### config.mk
export PLATFORM = sky130hd
export DESIGN_NAME = anabellek_hakem_flat
export DESIGN_NICKNAME = d
export VERILOG_FILES = /design/src/rtl/anabellek_hakem_if.sv /design/src/rtl/anabellek_hakem.sv /design/src/flat_wrapper.sv
export SDC_FILE = /design/constraint.sdc
export NUM_CORES = 1
export LEC_CHECK = 0
export CAP_MARGIN = 20
export CORE_AREA = 2 2 134 136
export CTS_BUF_LIST = sky130_fd_sc_hd__clkbuf_4
export DETAILED_ROUTE_END_ITERATION = 6
export DIE_AREA = 0 0 136 138
export SLEW_MARGIN = 20
export SYNTH_ARGS = -nofsm -noshare
export SYNTH_HDL_FRONTEND = slang
export SYNTH_SLANG_ARGS = --single-unit
### constraint.sdc
create_clock -name clk_i -period 6.5 [get_ports clk_i]
set_input_delay 1.3 -clock clk_i [delete_from_list [all_inputs] [get_ports clk_i]]
set_output_delay 1.3 -clock clk_i [all_outputs]
set_load 0.05 [all_outputs]
### src/rtl/anabellek_hakem_if.sv
// Main-memory iomem bus shared between the arbiter (master) and the memory (slave).
interface anabellek_hakem_if;
  logic        iomem_valid;
  logic        iomem_ready;
  logic [3:0]  iomem_wstrb;
  logic [31:0] iomem_addr;
  logic [31:0] iomem_wdata;
  logic [31:0] iomem_rdata;

  modport master (
    output iomem_valid, iomem_wstrb, iomem_addr, iomem_wdata,
    input  iomem_ready, iomem_rdata
  );

  modport slave (
    input  iomem_valid, iomem_wstrb, iomem_addr, iomem_wdata,
    output iomem_ready, iomem_rdata
  );
endinterface

### src/rtl/anabellek_hakem.sv
// Main-memory arbiter: one read-only priority port plus NUM_REQ round-robin requesters,
// grant locked until completion, with a per-transaction timeout and error pulse.
module anabellek_hakem #(
  parameter int          NUM_REQ     = 2,
  parameter logic [7:0]  BASE_HI     = 8'h40,
  parameter int          TIMEOUT_CYC = 1024,
  parameter logic [31:0] ERR_DATA    = 32'hDEADBEEF
) (
  input  logic                    clk_i,
  input  logic                    rst_ni,
  anabellek_hakem_if.master       mem,
  input  logic                    prio_valid_i,
  input  logic [31:0]             prio_addr_i,
  output logic                    prio_ready_o,
  output logic [31:0]             prio_rdata_o,
  input  logic [NUM_REQ-1:0]      req_valid_i,
  output logic [NUM_REQ-1:0]      req_ready_o,
  input  logic [4*NUM_REQ-1:0]    req_wstrb_i,
  input  logic [17*NUM_REQ-1:0]   req_addr_i,
  input  logic [32*NUM_REQ-1:0]   req_wdata_i,
  output logic [32*NUM_REQ-1:0]   req_rdata_o,
  output logic                    err_o,
  output logic [3:0]              err_id_o
);

  localparam int          IDX_W   = (NUM_REQ > 1) ? $clog2(NUM_REQ) : 1;
  localparam bit          TO_EN   = (TIMEOUT_CYC != 0);
  localparam logic [31:0] TO_LAST = 32'(TIMEOUT_CYC - 1);

  typedef enum logic [1:0] {
    ST_IDLE = 2'd0,
    ST_BUSY = 2'd1,
    ST_DONE = 2'd2
  } state_t;

  state_t             state_r;
  state_t             state_s;
  logic               grant_prio_r;
  logic [IDX_W-1:0]   grant_idx_r;
  logic [IDX_W-1:0]   rr_ptr_r;
  logic [31:0]        cnt_r;
  logic               err_r;
  logic [3:0]         err_id_r;

  logic               arb_hit_s;
  logic [IDX_W-1:0]   arb_idx_s;
  logic [IDX_W-1:0]   next_rr_s;
  logic               busy_s;
  logic               timeout_s;
  logic               done_s;
  logic [16:0]        sel_addr_s;
  logic [3:0]         sel_wstrb_s;
  logic [31:0]        sel_wdata_s;

  // Round-robin pick: first valid port at or above rr_ptr, otherwise lowest valid port (wrap).
  always_comb begin
    logic             hi_hit_v;
    logic [IDX_W-1:0] hi_idx_v;
    logic [IDX_W-1:0] lo_idx_v;
    hi_hit_v = 1'b0;
    hi_idx_v = {IDX_W{1'b0}};
    lo_idx_v = {IDX_W{1'b0}};
    for (int k = NUM_REQ - 1; k >= 0; k--) begin
      lo_idx_v = req_valid_i[k] ? IDX_W'(k) : lo_idx_v;
      hi_idx_v = (req_valid_i[k] && (IDX_W'(k) >= rr_ptr_r)) ? IDX_W'(k) : hi_idx_v;
      hi_hit_v = hi_hit_v | (req_valid_i[k] && (IDX_W'(k) >= rr_ptr_r));
    end
    arb_hit_s = |req_valid_i;
    arb_idx_s = hi_hit_v ? hi_idx_v : lo_idx_v;
  end

  assign next_rr_s = (grant_idx_r == IDX_W'(NUM_REQ - 1)) ? {IDX_W{1'b0}} : grant_idx_r + IDX_W'(1);

  // Payload mux of the locked requester, AND-OR form driven by the registered grant only.
  always_comb begin
    sel_addr_s  = 17'h0;
    sel_wstrb_s = 4'h0;
    sel_wdata_s = 32'h0;
    for (int k = 0; k < NUM_REQ; k++) begin
      sel_addr_s  = sel_addr_s  | ({17{grant_idx_r == IDX_W'(k)}} & req_addr_i[17*k +: 17]);
      sel_wstrb_s = sel_wstrb_s | ({4{grant_idx_r == IDX_W'(k)}}  & req_wstrb_i[4*k +: 4]);
      sel_wdata_s = sel_wdata_s | ({32{grant_idx_r == IDX_W'(k)}} & req_wdata_i[32*k +: 32]);
    end
  end

  // FSM state register.
  always_ff @(posedge clk_i or negedge rst_ni) begin
    if (!rst_ni) begin
      state_r <= ST_IDLE;
    end else begin
      state_r <= state_s;
    end
  end

  // FSM next state and per-cycle status; a timeout completes the transaction like a ready.
  always_comb begin
    state_s   = state_r;
    busy_s    = 1'b0;
    timeout_s = 1'b0;
    done_s    = 1'b0;
    case (state_r)
      ST_IDLE: begin
        state_s = (prio_valid_i || arb_hit_s) ? ST_BUSY : ST_IDLE;
      end
      ST_BUSY: begin
        busy_s    = 1'b1;
        timeout_s = TO_EN && (cnt_r == TO_LAST) && !mem.iomem_ready;
        done_s    = mem.iomem_ready || timeout_s;
        state_s   = done_s ? ST_DONE : ST_BUSY;
      end
      ST_DONE: begin
        state_s = ST_IDLE;
      end
      default: begin
        state_s = ST_IDLE;
      end
    endcase
  end

  // Grant capture, round-robin pointer and wait counter.
  always_ff @(posedge clk_i or negedge rst_ni) begin
    if (!rst_ni) begin
      grant_prio_r <= 1'b0;
      grant_idx_r  <= {IDX_W{1'b0}};
      rr_ptr_r     <= {IDX_W{1'b0}};
      cnt_r        <= 32'd0;
    end else begin
      case (state_r)
        ST_IDLE: begin
          grant_prio_r <= prio_valid_i;
          grant_idx_r  <= arb_idx_s;
          cnt_r        <= 32'd0;
        end
        ST_BUSY: begin
          cnt_r    <= mem.iomem_ready ? cnt_r : cnt_r + 32'd1;
          rr_ptr_r <= (done_s && !grant_prio_r) ? next_rr_s : rr_ptr_r;
        end
        default: begin
          cnt_r <= cnt_r;
        end
      endcase
    end
  end

  // Error pulse one cycle after a timeout, with the offending grant index held.
  always_ff @(posedge clk_i or negedge rst_ni) begin
    if (!rst_ni) begin
      err_r    <= 1'b0;
      err_id_r <= 4'h0;
    end else begin
      err_r    <= timeout_s;
      err_id_r <= timeout_s ? (grant_prio_r ? 4'hF : 4'(grant_idx_r)) : err_id_r;
    end
  end

  assign err_o    = err_r;
  assign err_id_o = err_id_r;

  assign mem.iomem_valid = busy_s & ~timeout_s;
  assign mem.iomem_addr  = !busy_s      ? 32'h0 :
                           grant_prio_r ? prio_addr_i :
                                          {BASE_HI, 5'b00000, sel_addr_s, 2'b00};
  assign mem.iomem_wstrb = (busy_s && !grant_prio_r) ? sel_wstrb_s : 4'h0;
  assign mem.iomem_wdata = (busy_s && !grant_prio_r) ? sel_wdata_s : 32'h0;

  assign prio_ready_o = done_s & grant_prio_r;
  assign prio_rdata_o = (timeout_s && grant_prio_r) ? ERR_DATA : mem.iomem_rdata;

  for (genvar k = 0; k < NUM_REQ; k++) begin : g_port
    assign req_ready_o[k]         = done_s & ~grant_prio_r & (grant_idx_r == IDX_W'(k));
    assign req_rdata_o[32*k +: 32] = (timeout_s && !grant_prio_r && (grant_idx_r == IDX_W'(k))) ?
                                     ERR_DATA : mem.iomem_rdata;
  end

endmodule

### src/flat_wrapper.sv
// flat-port wrapper written by rule: the top's interface ports become plain ports
module anabellek_hakem_flat 
#(
  parameter int          NUM_REQ     = 2,
  parameter logic [7:0]  BASE_HI     = 8'h40,
  parameter int          TIMEOUT_CYC = 1024,
  parameter logic [31:0] ERR_DATA    = 32'hDEADBEEF
)
  (clk_i, rst_ni, prio_valid_i, prio_addr_i, prio_ready_o, prio_rdata_o, req_valid_i, req_ready_o, req_wstrb_i, req_addr_i, req_wdata_i, req_rdata_o, err_o, err_id_o, mem_iomem_valid, mem_iomem_wstrb, mem_iomem_addr, mem_iomem_wdata, mem_iomem_ready, mem_iomem_rdata);
  anabellek_hakem_if mem_i ();
  input  logic clk_i;
  input  logic rst_ni;
  input  logic prio_valid_i;
  input  logic [31:0] prio_addr_i;
  output logic prio_ready_o;
  output logic [31:0] prio_rdata_o;
  input  logic [NUM_REQ-1:0] req_valid_i;
  output logic [NUM_REQ-1:0] req_ready_o;
  input  logic [4*NUM_REQ-1:0] req_wstrb_i;
  input  logic [17*NUM_REQ-1:0] req_addr_i;
  input  logic [32*NUM_REQ-1:0] req_wdata_i;
  output logic [32*NUM_REQ-1:0] req_rdata_o;
  output logic err_o;
  output logic [3:0] err_id_o;
  output wire logic [$bits(mem_i.iomem_valid)-1:0] mem_iomem_valid;
  output wire logic [$bits(mem_i.iomem_wstrb)-1:0] mem_iomem_wstrb;
  output wire logic [$bits(mem_i.iomem_addr)-1:0] mem_iomem_addr;
  output wire logic [$bits(mem_i.iomem_wdata)-1:0] mem_iomem_wdata;
  input wire logic [$bits(mem_i.iomem_ready)-1:0] mem_iomem_ready;
  input wire logic [$bits(mem_i.iomem_rdata)-1:0] mem_iomem_rdata;
  assign mem_iomem_valid = mem_i.iomem_valid;
  assign mem_iomem_wstrb = mem_i.iomem_wstrb;
  assign mem_iomem_addr = mem_i.iomem_addr;
  assign mem_iomem_wdata = mem_i.iomem_wdata;
  assign mem_i.iomem_ready = mem_iomem_ready;
  assign mem_i.iomem_rdata = mem_iomem_rdata;
  anabellek_hakem #(.NUM_REQ(NUM_REQ), .BASE_HI(BASE_HI), .TIMEOUT_CYC(TIMEOUT_CYC), .ERR_DATA(ERR_DATA)) u_core (.clk_i(clk_i), .rst_ni(rst_ni), .mem(mem_i), .prio_valid_i(prio_valid_i), .prio_addr_i(prio_addr_i), .prio_ready_o(prio_ready_o), .prio_rdata_o(prio_rdata_o), .req_valid_i(req_valid_i), .req_ready_o(req_ready_o), .req_wstrb_i(req_wstrb_i), .req_addr_i(req_addr_i), .req_wdata_i(req_wdata_i), .req_rdata_o(req_rdata_o), .err_o(err_o), .err_id_o(err_id_o));
endmodule
==> impl_metrics.tcl, run 1 <==
set metrics [dict create \
    whs_ps 532 \
    cp-start-kind "primary input" \
    period_minus_slack_ps 5940 \
    synth-seq-cells 40 \
    clock-root-buffer "clkbuf_4" \
    synth_edf_count 0 \
    r2r_cells 4 \
    clkSinkCount 40 \
    ioPinCount 349 \
    fp-row-count 49 \
    drt-vias-per-instance 4.78 \
    cts-buffers-inserted 5 \
    setup_violations 0 \
    route.detailed.wl_per_inst_um 20.9 \
    syn-cell-area_um2 4070 \
    ctsHoldBuffers 0 \
    grt_usage_pct 23.7 \
    rsz0062_at_grt "false" \
    clock_path_buffers 2 \
    max_freq_mhz 168 \
    yosysMostFrequentCell "nor2_1" \
    drtPass1Iterations 5 \
    grt_pass1_vias 5266 \
    area_growth_pct 91.0 \
    r2r_end "u_core.err_id_o[2]$_DFFE_PN0N_" \
    maxSlewViolCount 0 \
    cp_max_fo 32 \
    fillers 1808 \
    htree_levels 2 \
    status "finished clean" \
    cts_tree "done" \
    synth_area_leader_cell "dfrtp_1" \
    async_flop_share_pct 100 \
    synth_cells 535 \
    setup_tns_ps 0 \
    hold_path_end "u_core.err_id_o[0]$_DFFE_PN0N_" \
    die_height_um 138 \
    skew_ps 20.1 \
    core_um2 17500 \
    crit_top_cell "clkdlybuf4s50_1" \
    die_w_um 136 \
    hp-start "u_core.err_id_o[0]$_DFFE_PN0N_" \
    relSlewSlack_pct 33.4 \
    power.density_nw_per_um2 305 \
    numPortBuffers 348 \
    grt_first_pass_wirelength_um 33500 \
    r2r_setup_slack_ps 3980 \
    num_vias 5162 \
    cp_cell_sequence "clkdlybuf4s50_1 -> or4_1 -> or4_2 -> o21bai_1 -> clkdlybuf4s50_1" \
    register_area_um2 1010 \
    synth_area_leaders "dfrtp_1 (25%), mux2i_1 (14%), nor2_1 (8.6%), a21o_1 (4.6%), o21bai_1 (4.4%)" \
    p_leak_nw 3.20 \
    initial_utilization_pct 23.2 \
    synthTopCellsByCount "nor2_1 (93), mux2i_1 (58), dfrtp_1 (40), clkbuf_1 (34), a21oi_1 (32)" \
    ctsResizeCount 0 \
    multi_input_area_um2 2850 \
    overflow 0 \
    timing.rr.start "u_core.cnt_r[12]$_DFFE_PN0P_" \
    syn_nets 712 \
    drive_gt1_share_pct 6.71 \
    finalHoldViolCount 0 \
    synth_top_area_share_pct 24.6 \
    clk_latency_ps 350 \
    yosys_warnings 0 \
    crit_start "mem_iomem_ready" \
    cpPeakStageDelay_ps 950 \
    synth.avg_cell_area_um2 7.60 \
    endpoint_kind "output port" \
    synth.distinct_cells 43 \
    wl_um 22600 \
    drt_first_iter_violations 209 \
    irDropWorstVdd_mv 0.229 \
    drc_errors 0 \
    crit_required_ps 5200 \
    tightest_slew_ps 998 \
    hpwl_um 18400 \
    synth_ff_type "dfrtp_1" \
    ys_seq_area_share_pct 24.6 \
    crit_arrival_ps 4640 \
    worstHoldPathType "reg2reg" \
    clk_pin_slew_worst_paths_ps 130 \
    critical_path_class "in2out" \
    gp_congestion 0.866 \
    slowest_stage "or4_2" \
    antenna_found_initial 1 \
    drtAntennaViolNets 0 \
    grt_max_degree 54 \
    cts_setup_buffers 0 \
    hold_depth 2 \
    layout_worst_path_cycle_share_pct 91.4 \
    die-area_um2 18800 \
    total_power_mw 2.37 \
    drv_cap 0 \
    nets 1026 \
]
==> flip-flops by register name, summed over array words and instances (netlist names) <==
name	flops
u_core.rr_ptr_r	1
u_core.cnt_r	32
u_core.state_r	2
u_core.grant_idx_r	1
u_core.grant_prio_r	1
u_core.err_o	1
u_core.err_id_o	2
==> layout make-up <==
class	instances	share of cell area [%]
Sequential cell	40	12.9
Antenna cell	1	0.0322
Inverter	7	0.338
Tap cell	229	3.69
Clock inverter	1	0.0483
Timing Repair Buffer	356	45.5
Multi-Input combinational cell	439	36.7
Clock buffer	7	0.676
==> metrics by stage <==
step | setup slack (ps) | instances | util, % | cell area (um2)
6_report | 559 | 1080 | 44.3 | 7770
3_5_place_dp | 498 | 1071 | 43.9 | 7710
4_1_cts | 504 | 1079 | 44.3 | 7760
5_1_grt | 427 | 1080 | 44.3 | 7770
2_1_floorplan | 1820 | 535 | - | 4070
3_3_place_gp | 562 | 1071 | 43.9 | 7710
==> report_power, final <==
group          internal [mW]  switching [mW]
sequential             0.271          0.0788
clock                 0.0501          0.0819
combinational          0.624            1.27
total                  0.945            1.43
==> worst max-delay path, delay by kind of cell <==
family | cells | cell delay (ps)
and+or+nand+nor | 2 | 1710
buffers and inverters | 2 | 1360
AOI/OAI and AO/OA | 1 | 260
==> layout by cell type (no fill, tap or decap), types with 8 or more instances in the layout <==
cell type / count
o21bai_1: 24
nand4_1: 18
or2_2: 26
a21o_1: 25
nor2_1: 92
a21boi_0: 9
a21oi_1: 32
or4_1: 9
nor3_1: 8
o21a_1: 8
o21ai_0: 10
clkdlybuf4s50_1: 347
mux2i_1: 58
dfrtp_1: 38
nor2b_1: 9
and3_1: 17
buf_4: 8
nand2_1: 21
or3_1: 8
==> worst max-delay path by stage <==
stage                                 end  slack (ps)  cells after the start
after floorplan            req_rdata_o[0]        1820                      6
after global placement    req_rdata_o[15]         560                      5
after detailed placement  req_rdata_o[18]         500                      5
after CTS                  req_rdata_o[1]         500                      5
after global routing       req_rdata_o[1]         430                      5
final                     req_rdata_o[18]         560                      5
==> per-layer routing <==
layer | routed length, um | part of all wire [%] | vias up | GRT usage (%)
met5 | 0 | 0 | - | 0
met4 | 586 | 2.6 | 0 | 6.80
met3 | 1470 | 6.5 | 18 | 6.34
met2 | 12200 | 54 | 177 | 43.9
met1 | 8280 | 37 | 2417 | 26.1
li1 | - | - | 2550 | -
==> kinds of logic (layout without fill, tap and decap cells) <==
group           after synthesis  after routing  share of synthesized area, %
fa+ha+maj                     1              1                         0.308
other cells                   0              1                             0
mux                          60             60                          14.8
simple gates                240            240                          30.8
xor+xnor                      7              7                          1.51
buf+inv                      56            371                          6.00
compound gates              131            131                          22.0
flops                        40             40                          24.6
Power figures use the tool's default switching activity.
==> run 2, diff against run 1 <==
--- a/config.mk
+++ b/config.mk
@@ -5,11 +5,11 @@
 export SDC_FILE = /design/constraint.sdc
 export NUM_CORES = 1
 export LEC_CHECK = 0
-export CAP_MARGIN = 20
 export CORE_AREA = 2 2 134 136
 export CTS_BUF_LIST = sky130_fd_sc_hd__clkbuf_4
 export DETAILED_ROUTE_END_ITERATION = 6
 export DIE_AREA = 0 0 136 138
+export SETUP_SLACK_MARGIN = 0.2
 export SLEW_MARGIN = 20
 export SYNTH_ARGS = -nofsm -noshare
 export SYNTH_HDL_FRONTEND = slang
==> results of run 2 <==
Same layout as run 1: the final DEF is identical, and so are final timing and power.
